<file path="config.mk">
export PLATFORM = sky130hd
export DESIGN_NAME = fb_ram_arbiter
export DESIGN_NICKNAME = d
export VERILOG_FILES = /design/src/rtl/fb_pkg.sv /design/src/rtl/fb_addr_cnt.sv /design/src/rtl/fb_ram_arbiter.sv
export SDC_FILE = /design/constraint.sdc
export NUM_CORES = 1
export LEC_CHECK = 0
export ABC_AREA = 1
export ABC_CLOCK_PERIOD_IN_PS = 1700
export CORE_MARGIN = 2
export CORE_UTILIZATION = 40
export CTS_BUF_LIST = sky130_fd_sc_hd__clkbuf_4
export DETAILED_ROUTE_END_ITERATION = 8
export RECOVER_POWER = 50
export SETUP_SLACK_MARGIN = 0.05
export SLEW_MARGIN = 10
export SYNTH_ARGS = -nofsm -noshare
export SYNTH_HDL_FRONTEND = slang
export SYNTH_HIERARCHICAL = 1
export SYNTH_SLANG_ARGS = --single-unit
</file>
<file path="constraint.sdc">
create_clock -name clk -period 1.7 [get_ports clk]
set_clock_uncertainty 0.2 [all_clocks]
set_input_delay 0.425 -clock clk [delete_from_list [all_inputs] [get_ports clk]]
set_output_delay 0.425 -clock clk [all_outputs]
set_load 0.01 [all_outputs]
</file>
<file path="src/rtl/fb_pkg.sv">
// fb_pkg -- shared definitions for the frame-buffer RAM arbiter slice.
//   FB_ADDR_W     : width of the frame RAM address bus
//   FB_FRAME_LAST : last pixel address of a 320x480 frame (153600 pixels)
//   fb_state_e    : arbiter FSM state encoding (IDLE / RD / WR)
package fb_pkg;

  localparam int FB_ADDR_W     = 18;
  localparam int FB_FRAME_LAST = 153599;

  typedef enum logic [1:0] {
    IDLE = 2'd0,
    RD   = 2'd1,
    WR   = 2'd2
  } fb_state_e;

endpackage

</file>
<file path="src/rtl/fb_addr_cnt.sv">
// fb_addr_cnt -- frame address counter with enable and wrap.
// Ports:
//   clk   : clock, rising edge
//   reset : synchronous active-high reset, clears count to 0
//   en    : advance the counter by one this cycle
//   count : current address (the address the next access will use)
//   last  : high while count equals FRAME_LAST
module fb_addr_cnt
  import fb_pkg::*;
#(
  parameter int FRAME_LAST = FB_FRAME_LAST
) (
  input  logic                 clk,
  input  logic                 reset,
  input  logic                 en,
  output logic [FB_ADDR_W-1:0] count,
  output logic                 last
);

  localparam logic [FB_ADDR_W-1:0] LAST_ADDR = FB_ADDR_W'(FRAME_LAST);

  assign last = (count == LAST_ADDR);

  // The counter only moves when its owner actually accesses the RAM, so
  // reader and writer positions stay independent of each other.
  always_ff @(posedge clk) begin
    if (reset) begin
      count <= '0;
    end else if (en) begin
      count <= last ? '0 : count + 1'b1;
    end
  end

endmodule

</file>
<file path="src/rtl/fb_ram_arbiter.sv">
// fb_ram_arbiter -- shares one single-port frame RAM between the display
// reader and a single writer. Reads win unconditionally while the video
// timing says the active region is on; writes fill the remaining cycles.
// Optional feature macro: FB_ARB_STALL_CNT_EN (adds wr_stall_cnt).
// Ports:
//   clk            : sole clock, rising edge
//   Reset_Main     : synchronous active-high reset
//   VtcVde         : active video, one pixel read per cycle
//   wr_req/wr_data : writer request (held until wr_ack) and its pixel
//   wr_ack         : one-cycle pulse, write accepted
//   wr_frame_done  : one-cycle pulse, write to FRAME_LAST issued
//   ram_en/ram_we/ram_addr/ram_din : registered RAM port
//   rd_valid       : RAM read data valid (one cycle after each read)
//   rd_frame_start : one-cycle pulse, read of address 0 issued
//   wr_stall_cnt   : (FB_ARB_STALL_CNT_EN only) saturating count of
//                    cycles in which a write request was refused
module fb_ram_arbiter
  import fb_pkg::*;
#(
  parameter int DATA_W     = 8,
  parameter int FRAME_LAST = FB_FRAME_LAST
) (
  input  logic                 clk,
  input  logic                 Reset_Main,
  input  logic                 VtcVde,
  input  logic                 wr_req,
  input  logic [DATA_W-1:0]    wr_data,
  output logic                 wr_ack,
  output logic                 wr_frame_done,
  output logic                 ram_en,
  output logic                 ram_we,
  output logic [FB_ADDR_W-1:0] ram_addr,
  output logic [DATA_W-1:0]    ram_din,
  output logic                 rd_valid,
  output logic                 rd_frame_start
`ifdef FB_ARB_STALL_CNT_EN
  ,
  output logic [15:0]          wr_stall_cnt
`endif
);

  fb_state_e state, next_state;

  logic [FB_ADDR_W-1:0] rd_addr, wr_addr;
  logic                 wr_last;
  logic                 rd_last_unused;
  logic                 rd_go, wr_go;

  // State register: the state names the access that is on the RAM port
  // during the current cycle.
  always_ff @(posedge clk) begin
    if (Reset_Main) begin
      state <= IDLE;
    end else begin
      state <= next_state;
    end
  end

  // Next access is chosen purely from the current inputs; the display
  // reader has absolute priority so the pixel stream never starves.
  always_comb begin
    next_state = IDLE;
    if (VtcVde) begin
      next_state = RD;
    end else if (wr_req) begin
      next_state = WR;
    end
  end

  assign rd_go = (next_state == RD);
  assign wr_go = (next_state == WR);

  fb_addr_cnt #(.FRAME_LAST(FRAME_LAST)) u_rd_cnt (
    .clk   (clk),
    .reset (Reset_Main),
    .en    (rd_go),
    .count (rd_addr),
    .last  (rd_last_unused)
  );

  fb_addr_cnt #(.FRAME_LAST(FRAME_LAST)) u_wr_cnt (
    .clk   (clk),
    .reset (Reset_Main),
    .en    (wr_go),
    .count (wr_addr),
    .last  (wr_last)
  );

  // RAM port and handshake outputs are registered together with the state,
  // so the access decided at an edge appears on the RAM for the following
  // cycle. Address and data are left untouched in idle cycles so the RAM
  // inputs do not toggle needlessly. rd_valid follows the read cycle by one
  // because the RAM has one cycle of read latency.
  always_ff @(posedge clk) begin
    if (Reset_Main) begin
      ram_en         <= 1'b0;
      ram_we         <= 1'b0;
      ram_addr       <= '0;
      ram_din        <= '0;
      wr_ack         <= 1'b0;
      wr_frame_done  <= 1'b0;
      rd_valid       <= 1'b0;
      rd_frame_start <= 1'b0;
    end else begin
      ram_en         <= rd_go | wr_go;
      ram_we         <= wr_go;
      wr_ack         <= wr_go;
      wr_frame_done  <= wr_go & wr_last;
      rd_valid       <= (state == RD);
      rd_frame_start <= rd_go & (rd_addr == '0);
      if (rd_go) begin
        ram_addr <= rd_addr;
      end else if (wr_go) begin
        ram_addr <= wr_addr;
        ram_din  <= wr_data;
      end
    end
  end

`ifdef FB_ARB_STALL_CNT_EN
  // Counts cycles in which the writer asked but was refused; it saturates
  // rather than wrapping so a long stall never looks like a short one.
  always_ff @(posedge clk) begin
    if (Reset_Main) begin
      wr_stall_cnt <= '0;
    end else if (wr_req && !wr_go && (wr_stall_cnt != 16'hFFFF)) begin
      wr_stall_cnt <= wr_stall_cnt + 16'd1;
    end
  end
`endif

endmodule

</file>
[Word level (Yosys, flattened, before mapping)]
Index checks and enable logic that the tools add are counted.
Word-level totals
  output and inout bits: 32
  input bits: 12
  logic and storage cells: 30
  flip-flop bits (word level): 69
Cells by class
  bitwise logic cells: 4
  eq/ne operators: 5
  reduce and logical (&&, ||, !) cells: 3
  mux-type cells: 6
  add/subtract/negate cells: 2
Operators with widths (count)
  18-bit 2-to-1 mux: 4
  18-bit by 1-bit adder with 18-bit output, second input constant: 2
  18-bit equality test, second input constant: 2
  18-bit zero test: 1
  2-bit by 1-bit equality test with 1-bit output, second input constant: 2
  2-bit 2-to-1 mux: 2
  1-bit bitwise AND: 2
  2-bit equality test, second input constant: 1
  2-bit AND reduction: 1
  2-bit nonzero test: 1
  1-bit NOT: 1
  1-bit bitwise OR: 1

[Logic depth before layout (Yosys ltp)]
Gate-level depths: netlist of the first run.
  depth in word-level cells: 5
  depth in mapped cells: 12
  gate-level depth less buffers: 11

[Hierarchy]
The synthesis of the first run kept the hierarchy.
By module, submodules not included
  fb_addr_cnt: times used 2, area each 992.2 um^2, cells an instance 145, sequential area each 360.3 um^2
  fb_ram_arbiter: times used 1, area each 1493.9 um^2, cells an instance 206, sequential area each 660.6 um^2

[Worst setup path after synthesis of the first run]
No wires, ideal clock.
  path kind: input -> register
  start point: input port wr_req
  end point: register u_wr_cnt.count[11]
  data arrival time: 1.411 ns
  buffers on the path: 2
  setup slack: -0.026 ns
  library setup time: 0.114 ns
  cell stages on the path: 11
  data required time: 1.386 ns
  cells stage by stage: buf_6 nand2_4 inv_2 buf_4 inv_2 nor2_2 nand2_1 nor2_1 nand2_1 nand2_1 nor2_1
On the way
  word-level cells in the longest chain between the ends: 3
Ends and longest elaborated chain
  start, declared: line fb_ram_arbiter.sv:26  | input logic wr_req,
  2-bit 2-to-1 mux: line fb_ram_arbiter.sv:65  | end else if (wr_req) begin
  2-bit 2-to-1 mux: line fb_ram_arbiter.sv:63  | if (VtcVde) begin
  2-bit equality test: line fb_ram_arbiter.sv:71  | assign wr_go = (next_state == WR);
  net wr_go: line fb_ram_arbiter.sv:47  | logic rd_go, wr_go;
  end signal, assigned: line fb_addr_cnt.sv:30  | count <= last ? '0 : count + 1'b1;
  end, declared: line fb_addr_cnt.sv:16  | output logic [FB_ADDR_W-1:0] count,
The timed path passes the listed nets, and every way through them passes these cells.
A chain may end at the register's enable or synchronous reset.

[Worst setup path in the final report of the first run]
  start point: register u_rd_cnt.count[1]
  end point: register u_rd_cnt.count[0]
On the way
  word-level cells in the longest chain between the ends: 2
Ends and longest elaborated chain
  start, declared: line fb_addr_cnt.sv:16
  start signal, assigned: line fb_addr_cnt.sv:30
  18-bit equality test: line fb_addr_cnt.sv:22  | assign last = (count == LAST_ADDR);
  18-bit 2-to-1 mux: line fb_addr_cnt.sv:30
No other way between the ends.

==> report_table.html, run 1 <==
<table>
<tr><th>Metric</th><th>Value</th></tr>
<tr><th colspan="2">Outcome</th></tr>
<tr><td>Result of the run</td><td>finished clean</td></tr>
<tr><th colspan="2">Cells and area</th></tr>
<tr><td>Finished layout cell area</td><td>4290 sq um</td></tr>
<tr><td>Fraction of final layout cells sized beyond drive strength 1</td><td>0.234</td></tr>
<tr><td>Post-route core utilization</td><td>0.516</td></tr>
<tr><td>Fill count</td><td>857</td></tr>
<tr><td>Synth-to-layout area growth</td><td>23.4%</td></tr>
<tr><td>Number of inserted diodes</td><td>0</td></tr>
<tr><td>Number of nets at the end of the flow</td><td>586</td></tr>
<tr><th colspan="2">Critical path</th></tr>
<tr><td>Startpoint type of the worst setup path</td><td>register</td></tr>
<tr><td>Worst setup path class</td><td>register to register</td></tr>
<tr><td>Required @ worst endpoint</td><td>1.81 ns</td></tr>
<tr><td>Nature of the critical path endpoint</td><td>register</td></tr>
<tr><td>Data arrival, critical path</td><td>1.74 ns</td></tr>
<tr><td>Maximum fanout along the worst path</td><td>5</td></tr>
<tr><th colspan="2">Timing</th></tr>
<tr><td>Time the worst path needs with I/O delays and setup</td><td>1.63 ns</td></tr>
<tr><td>Max Slew Vio Count</td><td>0</td></tr>
<tr><td>Final-report hold violation count</td><td>0</td></tr>
<tr><td>Max-slew headroom at the worst pin</td><td>0.778</td></tr>
<tr><td>Transition at the pin with the smallest max-transition slack</td><td>0.334 ns</td></tr>
<tr><td>Post-route fraction of the period consumed by the critical path</td><td>0.958</td></tr>
<tr><td>Worst Hold Slack</td><td>0.191 ns</td></tr>
<tr><td>Unrepaired setup endpoints after global routing</td><td>true</td></tr>
<tr><td>Max Clock Freq</td><td>0.614 GHz</td></tr>
<tr><td>Final number of setup-violating endpoints</td><td>0</td></tr>
<tr><td>Final setup slack of the worst path</td><td>0.0706 ns</td></tr>
<tr><th colspan="2">Yosys</th></tr>
<tr><td>Yosys warns</td><td>6</td></tr>
<tr><td>Total nets after synthesis</td><td>509</td></tr>
<tr><td>Synthesized instance count</td><td>495</td></tr>
<tr><td>Average size of a mapped cell</td><td>7.02 sq um</td></tr>
<tr><td>Netlist Area Pre-Place</td><td>3470 sq um</td></tr>
<tr><th colspan="2">Clock network</th></tr>
<tr><td>Clock Sinks</td><td>69</td></tr>
<tr><td>Clock Pin Slew Worst Setup and Hold Paths</td><td>0.13 ns</td></tr>
<tr><td>Clock tree from TritonCTS</td><td>done</td></tr>
<tr><td>Clock insertion delay at the later pin of the skew report</td><td>0.41 ns</td></tr>
<tr><td>Number of H-tree levels</td><td>3</td></tr>
<tr><td>Cell at the root of the clock tree</td><td>clkbuf_4</td></tr>
<tr><td>Maximum buffer depth of the clock tree</td><td>2</td></tr>
<tr><td>Number of buffers inserted by hold repair at cts</td><td>0</td></tr>
<tr><td>CTS Buf Count</td><td>9</td></tr>
<tr><th colspan="2">Power and ir drop</th></tr>
<tr><td>Power density cells</td><td>741 nW/um^2</td></tr>
<tr><td>Static leakage</td><td>0.00179 uW</td></tr>
<tr><td>Worst vdd ir</td><td>439 uV</td></tr>
<tr><th colspan="2">Floorplan</th></tr>
<tr><td>Number of rows in the core area</td><td>33</td></tr>
<tr><td>Ports placed on the boundary</td><td>44</td></tr>
<tr><td>Height of the die</td><td>97.2 um</td></tr>
<tr><td>Die width</td><td>97.2 um</td></tr>
<tr><td>Die area</td><td>9440 sq um</td></tr>
<tr><td>Core Box Area</td><td>8300 sq um</td></tr>
<tr><td>Starting density of the core</td><td>0.419</td></tr>
<tr><th colspan="2">Drt</th></tr>
<tr><td>Wire per inst</td><td>13.1 um</td></tr>
<tr><td>DR iter-0 viols</td><td>121</td></tr>
<tr><td>Post-Route WL</td><td>8900 um</td></tr>
<tr><td>Routed vias/inst</td><td>4.88</td></tr>
<tr><td>Post-DRT Antenna Nets</td><td>0</td></tr>
<tr><td>Total vias in the final route</td><td>3,329</td></tr>
<tr><td>Drt pass-1 iters</td><td>5</td></tr>
<tr><td>Final routed DRC violation total</td><td>0</td></tr>
<tr><th colspan="2">Place</th></tr>
<tr><td>Placement Cell Area</td><td>4180 sq um</td></tr>
<tr><td>Final Wtd Congestion</td><td>0.878</td></tr>
<tr><td>Detail Placement HPWL</td><td>6550 um</td></tr>
<tr><td>Placement Setup Slack</td><td>-0.354 ns</td></tr>
<tr><td>Input/output buffers</td><td>43</td></tr>
<tr><th colspan="2">Run</th></tr>
<tr><td>Number of max-cap violations</td><td>0</td></tr>
<tr><th colspan="2">Global routing</th></tr>
<tr><td>Final global-route overflow total</td><td>0</td></tr>
<tr><td>Global Route Usage Sum</td><td>0.198</td></tr>
<tr><td>Antenna violations before repair</td><td>0</td></tr>
<tr><td>Pin count of the biggest net entering global routing</td><td>28</td></tr>
<tr><td>Number of global-route vias before repair</td><td>3,229</td></tr>
<tr><td>First-pass GRT wire length</td><td>15,200 um</td></tr>
<tr><th colspan="2">Min path</th></tr>
<tr><td>Hold crit path type</td><td>register to register</td></tr>
</table>
==> cell type report <==
type / count / area (sq um) / share of cell area
sequential: 69 / 1410 / 0.329
timing repair buffer: 81 / 584 / 0.136
tap: 105 / 131 / 0.0307
inverter: 51 / 194 / 0.0453
multi-input combinational: 360 / 1800 / 0.420
clock buffer: 9 / 67.6 / 0.0158
clock inverter: 7 / 97.6 / 0.0228
==> layout by cell type, fill, tap and decap left out, types with 8 or more instances in the layout <==
cell	count
o21ai_0	8
xor2_1	8
nor2_1	92
buf_4	31
inv_1	46
nand4_1	11
nand2_1	124
clkbuf_1	8
buf_2	16
clkbuf_4	12
dfxtp_2	22
nand3_1	57
dfxtp_1	47
clkdlybuf4s50_1	9
==> where the power goes <==
part | switching (uW) | internal, uW | total (uW)
Clock | 636 | 600 | 1240
Sequential | 17.4 | 1650 | 1670
Combinational | 156 | 117 | 273
Total | 810 | 2370 | 3180
==> final timing paths <==
| kind | from | end | slack [ns] | depth (start not counted) |
|---|---|---|---|---|
| min | state[1] | rd_valid | 0.19 | 1 |
| max | u_rd_cnt/count[1] | u_rd_cnt/count[0] | 0.07 | 8 |
| min reg2reg | state[1] | rd_valid | 0.19 | 1 |
| max reg2reg | u_rd_cnt/count[1] | u_rd_cnt/count[0] | 0.07 | 8 |
==> routing by layer <==
layer,vias up,wire [um],track usage,share of wire
li1,1716,-,-,-
met5,-,0,0,0
met4,0,142,0.0780,0.016
met3,15,410,0.0331,0.046
met2,88,4210,0.326,0.47
met1,1510,4140,0.259,0.46
==> flip-flops by register name (all words and copies together) (netlist names) <==
signal,cells
u_rd_cnt/count,18
ram_din,8
u_wr_cnt/count,18
ram_en,1
ram_we,1
ram_addr,18
state,2
rd_frame_start,1
wr_frame_done,1
rd_valid,1
==> per-stage QoR <==
step           power [uW]  std cells  TNS, ns
2_1_floorplan        1860        495        0
3_3_place_gp         1990        663   -12.86
3_5_place_dp         1990        663   -13.97
4_1_cts              3220        679        0
5_1_grt              3330        682        0
6_report             3180        682        0
==> timing repair <==
action	CTS	global route
buffers inserted	0	2
gates resized for setup	90	68
endpoints found under the hold margin	0	0
pin swaps	0	9
endpoints found under the setup margin	32	53
gates cloned	0	1
==> critical path, stage by stage (launching register included) <==
cell and delay [ns]:
dfxtp_2 0.38, ha_4 0.15, nand2_2 0.05, nor2_1 0.18, nand2_2 0.11, nor2_4 0.17, nand3_4 0.11, nand2_4 0.13
nor2_1 0.05
(Power assumes the default switching activity.)
==> run 2, diff against run 1 <==
--- a/config.mk
+++ b/config.mk
@@ -10,6 +10,7 @@
 export CORE_MARGIN = 2
 export CORE_UTILIZATION = 40
 export CTS_BUF_LIST = sky130_fd_sc_hd__clkbuf_4
+export CTS_CLUSTER_SIZE = 40
 export DETAILED_ROUTE_END_ITERATION = 8
 export RECOVER_POWER = 50
 export SETUP_SLACK_MARGIN = 0.05
==> results of run 2 <==
Same layout as run 1: the final DEF is identical, and so are final timing and power.
==> run 3, diff against run 2 <==
--- a/config.mk
+++ b/config.mk
@@ -7,10 +7,8 @@
 export LEC_CHECK = 0
 export ABC_AREA = 1
 export ABC_CLOCK_PERIOD_IN_PS = 1700
-export CORE_MARGIN = 2
 export CORE_UTILIZATION = 40
 export CTS_BUF_LIST = sky130_fd_sc_hd__clkbuf_4
-export CTS_CLUSTER_SIZE = 40
 export DETAILED_ROUTE_END_ITERATION = 8
 export RECOVER_POWER = 50
 export SETUP_SLACK_MARGIN = 0.05
==> report_table.html, run 3 (same netlist as run 1, synthesis figures left out) <==
<table>
<tr><th>Metric</th><th>Value</th></tr>
<tr><th colspan="2">Timing</th></tr>
<tr><td>Final number of setup-violating endpoints</td><td>0 (unchanged)</td></tr>
<tr><td>Max-slew headroom at the worst pin</td><td>0.745 (-0.0321)</td></tr>
<tr><td>Final sum of negative setup slack</td><td>0 ns (unchanged)</td></tr>
<tr><td>Unrepaired setup endpoints after global routing</td><td>true</td></tr>
<tr><td>Post-route fraction of the period consumed by the critical path</td><td>0.947 (-0.0118)</td></tr>
<tr><td>Time the worst path needs with I/O delays and setup</td><td>1.61 ns (-0.0201 ns)</td></tr>
<tr><td>Transition at the pin with the smallest max-transition slack</td><td>0.382 ns (+0.0482 ns)</td></tr>
<tr><td>Max Clock Freq</td><td>0.621 GHz (+1.2%)</td></tr>
<tr><td>Final-report hold violation count</td><td>0 (unchanged)</td></tr>
<tr><td>Max Slew Vio Count</td><td>0 (unchanged)</td></tr>
<tr><th colspan="2">Drt</th></tr>
<tr><td>DR iter-0 viols</td><td>139 (+15%)</td></tr>
<tr><td>Final routed DRC violation total</td><td>0 (unchanged)</td></tr>
<tr><td>Total vias in the final route</td><td>3,330 (+0.030%)</td></tr>
<tr><td>Drt pass-1 iters</td><td>5 (unchanged)</td></tr>
<tr><td>Wire per inst</td><td>13.1 um (+0.44%)</td></tr>
<tr><td>Post-DRT Antenna Nets</td><td>0 (unchanged)</td></tr>
<tr><td>Routed vias/inst</td><td>4.88 (-0.12%)</td></tr>
<tr><td>Post-Route WL</td><td>8960 um (+0.58%)</td></tr>
<tr><th colspan="2">Critical path</th></tr>
<tr><td>Register-to-register path setup slack</td><td>0.11 ns (+0.04 ns)</td></tr>
<tr><td>Startpoint type of the worst setup path</td><td>register</td></tr>
<tr><td>CP Buf/Inv Count</td><td>1 (+1)</td></tr>
<tr><td>Critical Path Max Stage Delay</td><td>0.34 ns (-0.04 ns)</td></tr>
<tr><td>Cell at the slowest stage of the critical path</td><td>dfxtp_2</td></tr>
<tr><td>Nature of the critical path endpoint</td><td>output port</td></tr>
<tr><td>Number of cells on the worst reg-to-reg path</td><td>8 (unchanged)</td></tr>
<tr><td>List of cells traversed by the critical path</td><td>clkdlybuf4s15_2</td></tr>
<tr><td>Top delay family on crit path</td><td>flip-flops</td></tr>
<tr><td>Required @ worst endpoint</td><td>1.07 ns (-0.74 ns)</td></tr>
<tr><td>Worst r2r src</td><td>u_wr_cnt/count[0]</td></tr>
<tr><td>Endpoint of the most critical register-to-register path</td><td>u_wr_cnt/count[9]</td></tr>
<tr><td>Data arrival, critical path</td><td>0.98 ns (-0.76 ns)</td></tr>
<tr><td>Worst setup path class</td><td>register to output port</td></tr>
<tr><td>Maximum fanout along the worst path</td><td>2 (-3)</td></tr>
<tr><th colspan="2">Floorplan</th></tr>
<tr><td>Die width</td><td>95.2 um (-2.1%)</td></tr>
<tr><td>Height of the die</td><td>95.2 um (-2.1%)</td></tr>
<tr><td>Core Box Area</td><td>8300 sq um (unchanged)</td></tr>
<tr><td>Die area</td><td>9060 sq um (-4.1%)</td></tr>
<tr><td>Starting density of the core</td><td>0.419 (unchanged)</td></tr>
<tr><td>Ports placed on the boundary</td><td>44 (unchanged)</td></tr>
<tr><td>Number of rows in the core area</td><td>33 (unchanged)</td></tr>
<tr><th colspan="2">Global routing</th></tr>
<tr><td>First-pass GRT wire length</td><td>13,900 um (-8.7%)</td></tr>
<tr><td>Number of global-route vias before repair</td><td>2,909 (-9.9%)</td></tr>
<tr><td>Global Route Usage Sum</td><td>0.202 (+0.00431)</td></tr>
<tr><td>Pin count of the biggest net entering global routing</td><td>28 (unchanged)</td></tr>
<tr><td>Final global-route overflow total</td><td>0 (unchanged)</td></tr>
<tr><td>Antenna violations before repair</td><td>0 (unchanged)</td></tr>
<tr><th colspan="2">Clock network</th></tr>
<tr><td>Number of buffers inserted by hold repair at cts</td><td>0 (unchanged)</td></tr>
<tr><td>Clock insertion delay at the later pin of the skew report</td><td>0.44 ns (+0.03 ns)</td></tr>
<tr><td>Clock Sinks</td><td>69 (unchanged)</td></tr>
<tr><td>Maximum buffer depth of the clock tree</td><td>2 (unchanged)</td></tr>
<tr><td>Clock Pin Slew Worst Setup and Hold Paths</td><td>0.12 ns (about the same)</td></tr>
<tr><td>Clock tree from TritonCTS</td><td>done</td></tr>
<tr><td>Number of H-tree levels</td><td>3 (unchanged)</td></tr>
<tr><td>CTS Buf Count</td><td>9 (unchanged)</td></tr>
<tr><td>Cell at the root of the clock tree</td><td>clkbuf_4</td></tr>
<tr><th colspan="2">Outcome</th></tr>
<tr><td>Result of the run</td><td>finished clean</td></tr>
<tr><th colspan="2">Power and ir drop</th></tr>
<tr><td>Sw Ratio</td><td>0.244 (-0.0108)</td></tr>
<tr><td>Static leakage</td><td>0.00180 uW (+0.72%)</td></tr>
<tr><td>Sequential share of power</td><td>0.532 (+0.007)</td></tr>
<tr><td>Worst vdd ir</td><td>494 uV (+13%)</td></tr>
<tr><td>Part of the power in combinational logic</td><td>0.089 (+0.003)</td></tr>
<tr><td>Clock group share of total power</td><td>0.380 (-0.009)</td></tr>
<tr><td>Power density cells</td><td>728 nW/um^2 (-1.8%)</td></tr>
<tr><td>Internal power component</td><td>2370 uW (+0.20%)</td></tr>
<tr><td>Power dissipated by switching net loads</td><td>766 uW (-5.4%)</td></tr>
<tr><th colspan="2">Min path</th></tr>
<tr><td>End point of the most critical hold path</td><td>rd_valid</td></tr>
<tr><td>Hold path startpoint</td><td>state[1]</td></tr>
<tr><td>Hold crit path type</td><td>register to register</td></tr>
<tr><td>Hold Path Depth</td><td>1 (unchanged)</td></tr>
<tr><th colspan="2">Place</th></tr>
<tr><td>Detail Placement HPWL</td><td>6390 um (-2.5%)</td></tr>
<tr><td>Input/output buffers</td><td>43 (unchanged)</td></tr>
<tr><td>Final Wtd Congestion</td><td>0.862 (-1.8%)</td></tr>
<tr><th colspan="2">Cells and area</th></tr>
<tr><td>Commonest cells after routing, fill and taps aside</td><td>123 x nand2_1, 90 x nor2_1, 57 x nand3_1, 47 x inv_1, 40 x dfxtp_1</td></tr>
<tr><td>Fraction of final layout cells sized beyond drive strength 1</td><td>0.253 (+0.0186)</td></tr>
<tr><td>Number of nets at the end of the flow</td><td>587 (+0.17%)</td></tr>
<tr><td>Synth-to-layout area growth</td><td>24.1%</td></tr>
<tr><td>Leading cell type in the layout, fill and taps excluded</td><td>nand2_1</td></tr>
<tr><td>Registers with the most flip-flops</td><td>ram_addr x18, u_rd_cnt/count x18, u_wr_cnt/count x18</td></tr>
<tr><td>Number of inserted diodes</td><td>0 (unchanged)</td></tr>
<tr><td>Post-route core utilization</td><td>0.520 (+0.00317)</td></tr>
<tr><th colspan="2">Run</th></tr>
<tr><td>Number of max-cap violations</td><td>0 (unchanged)</td></tr>
</table>
## run 3: cell type report
class	instances	area (sq um)
Clock inverter	6	77.6
Timing Repair Buffer	81	583
Sequential cell	69	1420
Tap cell	105	131
Inverter	51	194
Multi-Input combinational cell	361	1830
Clock buffer	10	75.1
Fill cell	851	3990
## run 3: worst max-delay path by stage
stage	start	to	slack, ns	cells past startpoint
6_report	ram_addr[8]	ram_addr[8]	0.09	1
5_1_grt	u_rd_cnt/count[1]	u_rd_cnt/count[17]	0.01	10
4_1_cts	ram_addr[7]	ram_addr[7]	0.03	1
3_5_place_dp	VtcVde	u_wr_cnt/count[11]	-0.35	11
3_3_place_gp	VtcVde	u_wr_cnt/count[11]	-0.31	11
2_1_floorplan	wr_req	u_wr_cnt/count[11]	0.06	11
## run 3: through the flow
stage                     cells  hold WS [ns]  power, uW  cell area, sq um  setup WS (ns)
after floorplan             495         0.167       1860              3480         0.0584
after global placement      660         0.172       1980              4150         -0.314
after detailed placement    660         0.177       1990              4150         -0.347
after CTS                   676         0.185       3170              4350         0.0297
after global routing        683         0.181       3270              4310         0.0149
final                       683         0.179       3140              4310         0.0907
## run 3: layer usage
metal	GRT usage	part of all wire
met5	0	0
met4	0.0606	0.017
met3	0.0542	0.039
met2	0.343	0.49
met1	0.250	0.45
## run 3: power groups by stage
| stage | combinational [uW] | clock [uW] | sequential [uW] |
|---|---|---|---|
| finish | 278 | 1190 | 1670 |
| CTS | 284 | 1220 | 1660 |
| global route | 308 | 1290 | 1670 |
| detailed placement | 290 | 0 | 1700 |
| global placement | 287 | 0 | 1700 |
| floorplan | 147 | 0 | 1710 |
## run 3: what timing repair did
item                                    4_1_cts  5_1_grt
endpoints found under the setup margin       32       50
pin swaps                                     0       10
gates cloned                                  0        2
buffers inserted                              0        5
gates resized for setup                     118       56
